==> config.mk <==
export PLATFORM = sky130hd
export DESIGN_NAME = dcache_port_arbiter
export DESIGN_NICKNAME = d
export VERILOG_FILES = /design/src/rtl/dcache_port_arbiter_pkg.sv /design/src/rtl/dcache_port_arbiter_sram_id_fifo.sv /design/src/rtl/dcache_port_arbiter.sv
export SDC_FILE = /design/constraint.sdc
export NUM_CORES = 1
export LEC_CHECK = 0
export CORE_AREA = 2 2 97 99
export CTS_CLUSTER_SIZE = 25
export DETAILED_ROUTE_END_ITERATION = 6
export DIE_AREA = 0 0 99 101
export PLACE_DENSITY = 0.65
export SYNTH_ARGS = -nofsm -noshare
export SYNTH_HDL_FRONTEND = slang
export SYNTH_HIERARCHICAL = 1
export SYNTH_SLANG_ARGS = --single-unit
==> constraint.sdc <==
create_clock -name clk -period 4.5 [get_ports clk]
set_input_delay 0.9 -clock clk [delete_from_list [all_inputs] [get_ports clk]]
set_output_delay 0.9 -clock clk [all_outputs]
set_load 0.01 [all_outputs]
==> src/rtl/dcache_port_arbiter_pkg.sv <==
// Shared identifiers and sizing helpers for the dcache port arbiter slice.
package dcache_port_arbiter_pkg;

  localparam logic ID_WB = 1'b0;
  localparam logic ID_LD = 1'b1;
  localparam logic [1:0] SIZE_WORD = 2'd2;
  localparam int STARVE_W = 4;
  localparam logic [STARVE_W-1:0] STARVE_MAX = 4'd15;

  // Counter width able to hold 0..n inclusive.
  function automatic int cnt_w(input int n);
    return $clog2(n + 1);
  endfunction

endpackage

==> src/rtl/dcache_port_arbiter_sram_id_fifo.sv <==
// In-order FIFO of 1-bit master IDs for transactions accepted by the dcache port.
module sram_id_fifo
  import dcache_port_arbiter_pkg::*;
#(
  parameter int DEPTH = 2
) (
  input  logic                     clk,
  input  logic                     rst,
  input  logic                     push,
  input  logic                     push_id,
  input  logic                     pop,
  output logic                     head,
  output logic [cnt_w(DEPTH)-1:0]  count
);

  localparam int PTR_W = (DEPTH > 1) ? $clog2(DEPTH) : 1;

  logic             mem [DEPTH];
  logic [PTR_W-1:0] wr_ptr;
  logic [PTR_W-1:0] rd_ptr;

  function automatic logic [PTR_W-1:0] next_ptr(input logic [PTR_W-1:0] p);
    return (p == PTR_W'(DEPTH - 1)) ? '0 : p + 1'b1;
  endfunction

  always_ff @(posedge clk) begin
    if (rst) begin
      wr_ptr <= '0;
      rd_ptr <= '0;
      count  <= '0;
    end else begin
      if (push) wr_ptr <= next_ptr(wr_ptr);
      if (pop)  rd_ptr <= next_ptr(rd_ptr);
      case ({push, pop})
        2'b10:   count <= count + 1'b1;
        2'b01:   count <= count - 1'b1;
        default: count <= count;
      endcase
    end
  end

  // Storage holds no control meaning, so it is left out of reset.
  always_ff @(posedge clk) begin
    if (push) mem[wr_ptr] <= push_id;
  end

  assign head = mem[rd_ptr];

endmodule

==> src/rtl/dcache_port_arbiter.sv <==
// Arbitrates the single dcache port between the store-buffer drain (M0) and the load path (M1).
module dcache_port_arbiter
  import dcache_port_arbiter_pkg::*;
#(
  parameter int OUTSTANDING  = 2,
  parameter int STARVE_LIMIT = 4
) (
  input  logic        clk,
  input  logic        rst,
  input  logic        m0_req,
  input  logic [31:0] m0_addr,
  input  logic [31:0] m0_wdata,
  input  logic [3:0]  m0_wstrb,
  output logic        m0_addr_ok,
  output logic        m0_data_ok,
  input  logic        m1_req,
  input  logic [1:0]  m1_size,
  input  logic [31:0] m1_addr,
  output logic [31:0] m1_rdata,
  output logic        m1_addr_ok,
  output logic        m1_data_ok,
  input  logic        wb_full,
  input  logic        ld_hazard,
  output logic        dcache_data_req,
  output logic        dcache_data_wr,
  output logic [1:0]  dcache_data_size,
  output logic [31:0] dcache_data_addr,
  output logic [31:0] dcache_data_wdata,
  output logic [3:0]  dcache_data_wstrb,
  input  logic [31:0] dcache_data_rdata,
  input  logic        dcache_data_addr_ok,
  input  logic        dcache_data_data_ok
);

  localparam int CNT_W = cnt_w(OUTSTANDING);

  logic [CNT_W-1:0]    cnt;
  logic                lock_v;
  logic                lock_id;
  logic [STARVE_W-1:0] starve;

  logic e0, e1, can_issue;
  logic sel_id, sel_vld;
  logic req, hs, pop, head_id;

  // Selection: a pending lock pins the grant until the slave takes the address.
  always_comb begin
    e0        = m0_req;
    e1        = m1_req && !ld_hazard;
    can_issue = cnt < CNT_W'(OUTSTANDING);
    sel_id    = ID_WB;
    sel_vld   = 1'b0;
    if (lock_v) begin
      sel_id  = lock_id;
      sel_vld = (lock_id == ID_WB) ? e0 : e1;
    end else if (e0 && (!e1 || wb_full || starve == STARVE_W'(STARVE_LIMIT))) begin
      sel_id  = ID_WB;
      sel_vld = 1'b1;
    end else if (e1) begin
      sel_id  = ID_LD;
      sel_vld = 1'b1;
    end
    req = !rst && can_issue && sel_vld;
    hs  = req && dcache_data_addr_ok;
    pop = !rst && dcache_data_data_ok && (cnt != '0);
  end

  always_comb begin
    dcache_data_req   = req;
    dcache_data_wr    = (sel_id == ID_WB);
    dcache_data_size  = (sel_id == ID_WB) ? SIZE_WORD : m1_size;
    dcache_data_addr  = (sel_id == ID_WB) ? m0_addr : m1_addr;
    dcache_data_wdata = (sel_id == ID_WB) ? m0_wdata : 32'd0;
    dcache_data_wstrb = (sel_id == ID_WB) ? m0_wstrb : 4'd0;
    m0_addr_ok        = hs && (sel_id == ID_WB);
    m1_addr_ok        = hs && (sel_id == ID_LD);
    m0_data_ok        = pop && (head_id == ID_WB);
    m1_data_ok        = pop && (head_id == ID_LD);
    m1_rdata          = dcache_data_rdata;
  end

  always_ff @(posedge clk) begin
    if (rst) begin
      lock_v  <= 1'b0;
      lock_id <= ID_WB;
      starve  <= '0;
    end else begin
      if (hs) begin
        lock_v <= 1'b0;
      end else if (req) begin
        lock_v  <= 1'b1;
        lock_id <= sel_id;
      end
      // Loads only count against the store drain while a store is actually waiting.
      if (!m0_req || (hs && sel_id == ID_WB)) begin
        starve <= '0;
      end else if (hs && sel_id == ID_LD && starve != STARVE_MAX) begin
        starve <= starve + 1'b1;
      end
    end
  end

  sram_id_fifo #(
    .DEPTH(OUTSTANDING)
  ) u_idq (
    .clk    (clk),
    .rst    (rst),
    .push   (hs),
    .push_id(sel_id),
    .pop    (pop),
    .head   (head_id),
    .count  (cnt)
  );

endmodule

==> out/summary.json <==
{
  "floorplanning": {
    "start_util": 0.1739,
    "fp.coreArea_sq_mm": 0.008977,
    "die_x_um": 99,
    "fp.dieArea_sq_mm": 0.009999,
    "floorplan.io_pins": 250,
    "core.rowCount": 35,
    "die-height_um": 101
  },
  "global_routing": {
    "grt_use_total": 0.1363,
    "met2_usage": 0.2261,
    "highest_utilization_routing_layer_at_the_global_route_stage": "met2",
    "first_global_vias": 1907,
    "global_route.usage.met3": 0.04716,
    "grt_start_max_net_pins": 42,
    "grt_overflow_total": 0,
    "wire_length_of_the_first_global_routing_pass_mm": 10.57,
    "grt_antenna_before_repair": 2,
    "global_route.usage.met1": 0.1716
  },
  "drt": {
    "detail_route.iter0.violations": 32,
    "drt_drc_violations_left": 0,
    "drt_wl_total_mm": 7.587,
    "detail-route-antenna-nets": 0,
    "routed-via-count": 1852,
    "detail_route.first_pass.iterations": 4,
    "detailed_route_vias_per_instance": 4.088,
    "dr_wl_cell_um": 16.75
  },
  "timing": {
    "layout_worst_path_cycle_share": 0.8720,
    "rsz0062_at_grt": "false",
    "relSlewSlack": 0.6595,
    "finalMaxSlewViolations": 0,
    "setup_total_negative_slack_ns": 0,
    "finalClockSkew_ns": 0.002707,
    "timing.final.setup_violations": 0,
    "max_slew.worst_pin.slew_ns": 0.5097,
    "fin_hold_ws_ns": 0.5149,
    "max_freq_mhz": 254.9,
    "finalWorstPathRequiredPeriod_ns": 3.924,
    "hold_violations": 0
  },
  "cts": {
    "cts_setup_buffers": 0,
    "cts_tree": "built",
    "ctsLongestPathBuffers": 2,
    "numCtsBuffers": 3,
    "cts-htree-levels": 1,
    "post_cts_hold_buffer_count": 0,
    "worst_skew_pair.late_latency_ns": 0.24,
    "clkTransAtPathRegs_ns": 0.06,
    "clk_root_buffer_cell": "clkbuf_8",
    "cts_repair_resizes": 0,
    "number_of_clock_sinks": 13
  },
  "synthesis": {
    "number_of_synthesized_flops_with_an_enable_pin": 2,
    "post_synth.cell_area_avg_sq_um": 8.262,
    "asyncSetResetFlopFracSynth": 0,
    "most_common_library_cells_after_synthesis": "and2_1 (40), buf_4 (32), mux2_1 (23)",
    "synth_seq_cells": 13,
    "post_synth_main_area_contributors": "mux2_1 (17%), and2_1 (16%), buf_4 (15%)",
    "synth_largest_area_cell": "mux2_1",
    "seq_area_frac_synth": 0.1795,
    "synth_flop_cell": "dfxtp_1",
    "synthDistinctLibCells": 36,
    "synthesis.instances": 189,
    "syn-num-nets": 334,
    "post_synth_instance_area_sq_mm": 0.001561,
    "synth.most_common_cell": "and2_1",
    "synth_largest_type_area_fraction": 0.1659,
    "yosysWarningCount": 6
  },
  "outcome": {
    "status": "finished clean"
  },
  "worst_setup_path": {
    "crit_arrival_ns": 3.02,
    "worst_path_largest_cell_delay_ns": 0.52,
    "largest_fanout_on_the_critical_path": 38,
    "crit_path_end_kind": "output pin",
    "crit_top_cell": "clkdlybuf4s50_1",
    "critical_path.startpoint_type": "primary input",
    "crit_type": "primary input to output pin",
    "critPathRequiredTime_ns": 3.60,
    "crit_chain": "clkdlybuf4s50_1, nor2b_2, and2_1, a22oi_2, inv_2, buf_12, mux2_1, clkdlybuf4s50_1",
    "slowest_stage": "clkdlybuf4s50_1"
  },
  "job": {
    "maxCapViolCount": 0
  },
  "place": {
    "routabilityCongestion": 0.8113,
    "post_dp_cell_area_sq_mm": 0.003304,
    "detailed_place_hpwl_mm": 6.441,
    "portBuffers": 185
  },
  "finish": {
    "final.fill_count": 901,
    "finish.net_count": 486,
    "area_delta_synth_final_pct": 114.9,
    "drive_gt1_frac": 0.06471,
    "design_area_sq_mm": 0.003356
  },
  "pwr": {
    "max-vdd-ir-drop_v": 0.00009191,
    "power.density_mw_per_mm2": 167.8,
    "power.leakage_nw": 1.233
  },
  "hold_path": {
    "worst_hold_path_type": "flop to flop"
  }
}
-- cell usage in the layout, fill, tap and decap left out, drive strengths merged, types with 2 or more instances in the layout --
master,netlist,final
and3,2,2
clkdlybuf4s50,0,185
buf,36,2
nand2,4,4
nand3,3,3
and2,40,40
a21oi,4,4
edfxtp,2,2
inv,7,7
diode,0,2
o21ai,4,4
xnor2,3,3
dfxtp,11,11
nor2b,3,3
a211oi,3,3
mux2,33,33
clkbuf,4,3
nor2,11,11
nor3b,2,2
ha,3,3
nand2b,2,2
-- area by class of cell --
cell class | instances | area, sq um | area share
flip-flops and latches | 13 | 280.3 | 0.08352
clock inverters | 1 | 5.005 | 0.001491
multi-input cells | 129 | 979.7 | 0.2919
repair buffers | 187 | 1879 | 0.5600
diodes | 2 | 5.005 | 0.001491
well taps | 111 | 138.9 | 0.04139
inverters | 7 | 26.28 | 0.007830
clock buffers | 3 | 41.29 | 0.01230
-- registers in the layout, indices dropped and copies added, names as in the netlist, named ones only --
register      flops
u_idq/mem         2
u_idq/count       2
lock_id           1
u_idq/wr_ptr      1
u_idq/rd_ptr      1
lock_v            1
starve            4
-- per-stage QoR --
| stage | util | power, W | instances | worst slack [ns] |
|---|---|---|---|---|
| CTS | 0.3732 | 0.0005704 | 451 | 0.5708 |
| global placement | 0.3681 | 0.0004602 | 447 | 0.5832 |
| finish | 0.3738 | 0.0005629 | 453 | 0.5762 |
| global route | 0.3738 | 0.0005942 | 453 | 0.4469 |
| detailed placement | 0.3681 | 0.0004598 | 447 | 0.5707 |
| floorplan | - | 0.0002696 | 189 | 1.557 |
-- cells by family (layout without fill, tap and decap cells) --
kind of cell / count (synthesis) / after routing / synth area share
simple gates: 73 / 73 / 0.2740
compound gates: 16 / 16 / 0.06891
fa+ha+maj: 3 / 3 / 0.02404
flops: 13 / 13 / 0.1795
mux: 33 / 33 / 0.2380
buf+inv: 47 / 198 / 0.1931
other cells: 0 / 2 / 0
xor+xnor: 4 / 4 / 0.02244
-- per-layer routing --
layer | vias up | routed length (um)
met5 | - | 0
met4 | 0 | 108
met3 | 6 | 645
met2 | 110 | 3757
met1 | 835 | 3075
li1 | 901 | -
-- path summary, 6_finish.rpt --
kind / from / end / slack, ns / cells after the start
hold / removal: u_idq/count[1]$_SDFFE_PP0P_ / u_idq/count[1]$_SDFFE_PP0P_ / 0.51 / 2
setup reg to reg: starve[0]$_SDFFE_PP0P_ / starve[0]$_SDFFE_PP0P_ / 2.41 / 8
hold reg to reg: u_idq/count[1]$_SDFFE_PP0P_ / u_idq/count[1]$_SDFFE_PP0P_ / 0.51 / 2
setup / recovery: m1_req / dcache_data_addr[2] / 0.58 / 8
-- report_power, final --
group	internal, W	leakage [nW]	switching [W]
sequential	0.000124	0.108	0.00000434
clock	0.0000612	0.0255	0.0000438
combinational	0.000217	1.10	0.000113
total	0.000402	1.23	0.000161
-- critical path, delay by kind of cell --
kind	cells	cell delay, ns
buf+inv	4	1.28
mux	1	0.42
simple gates	2	0.34
compound gates	1	0.07
Note: power is estimated with default switching activity, not from simulation.
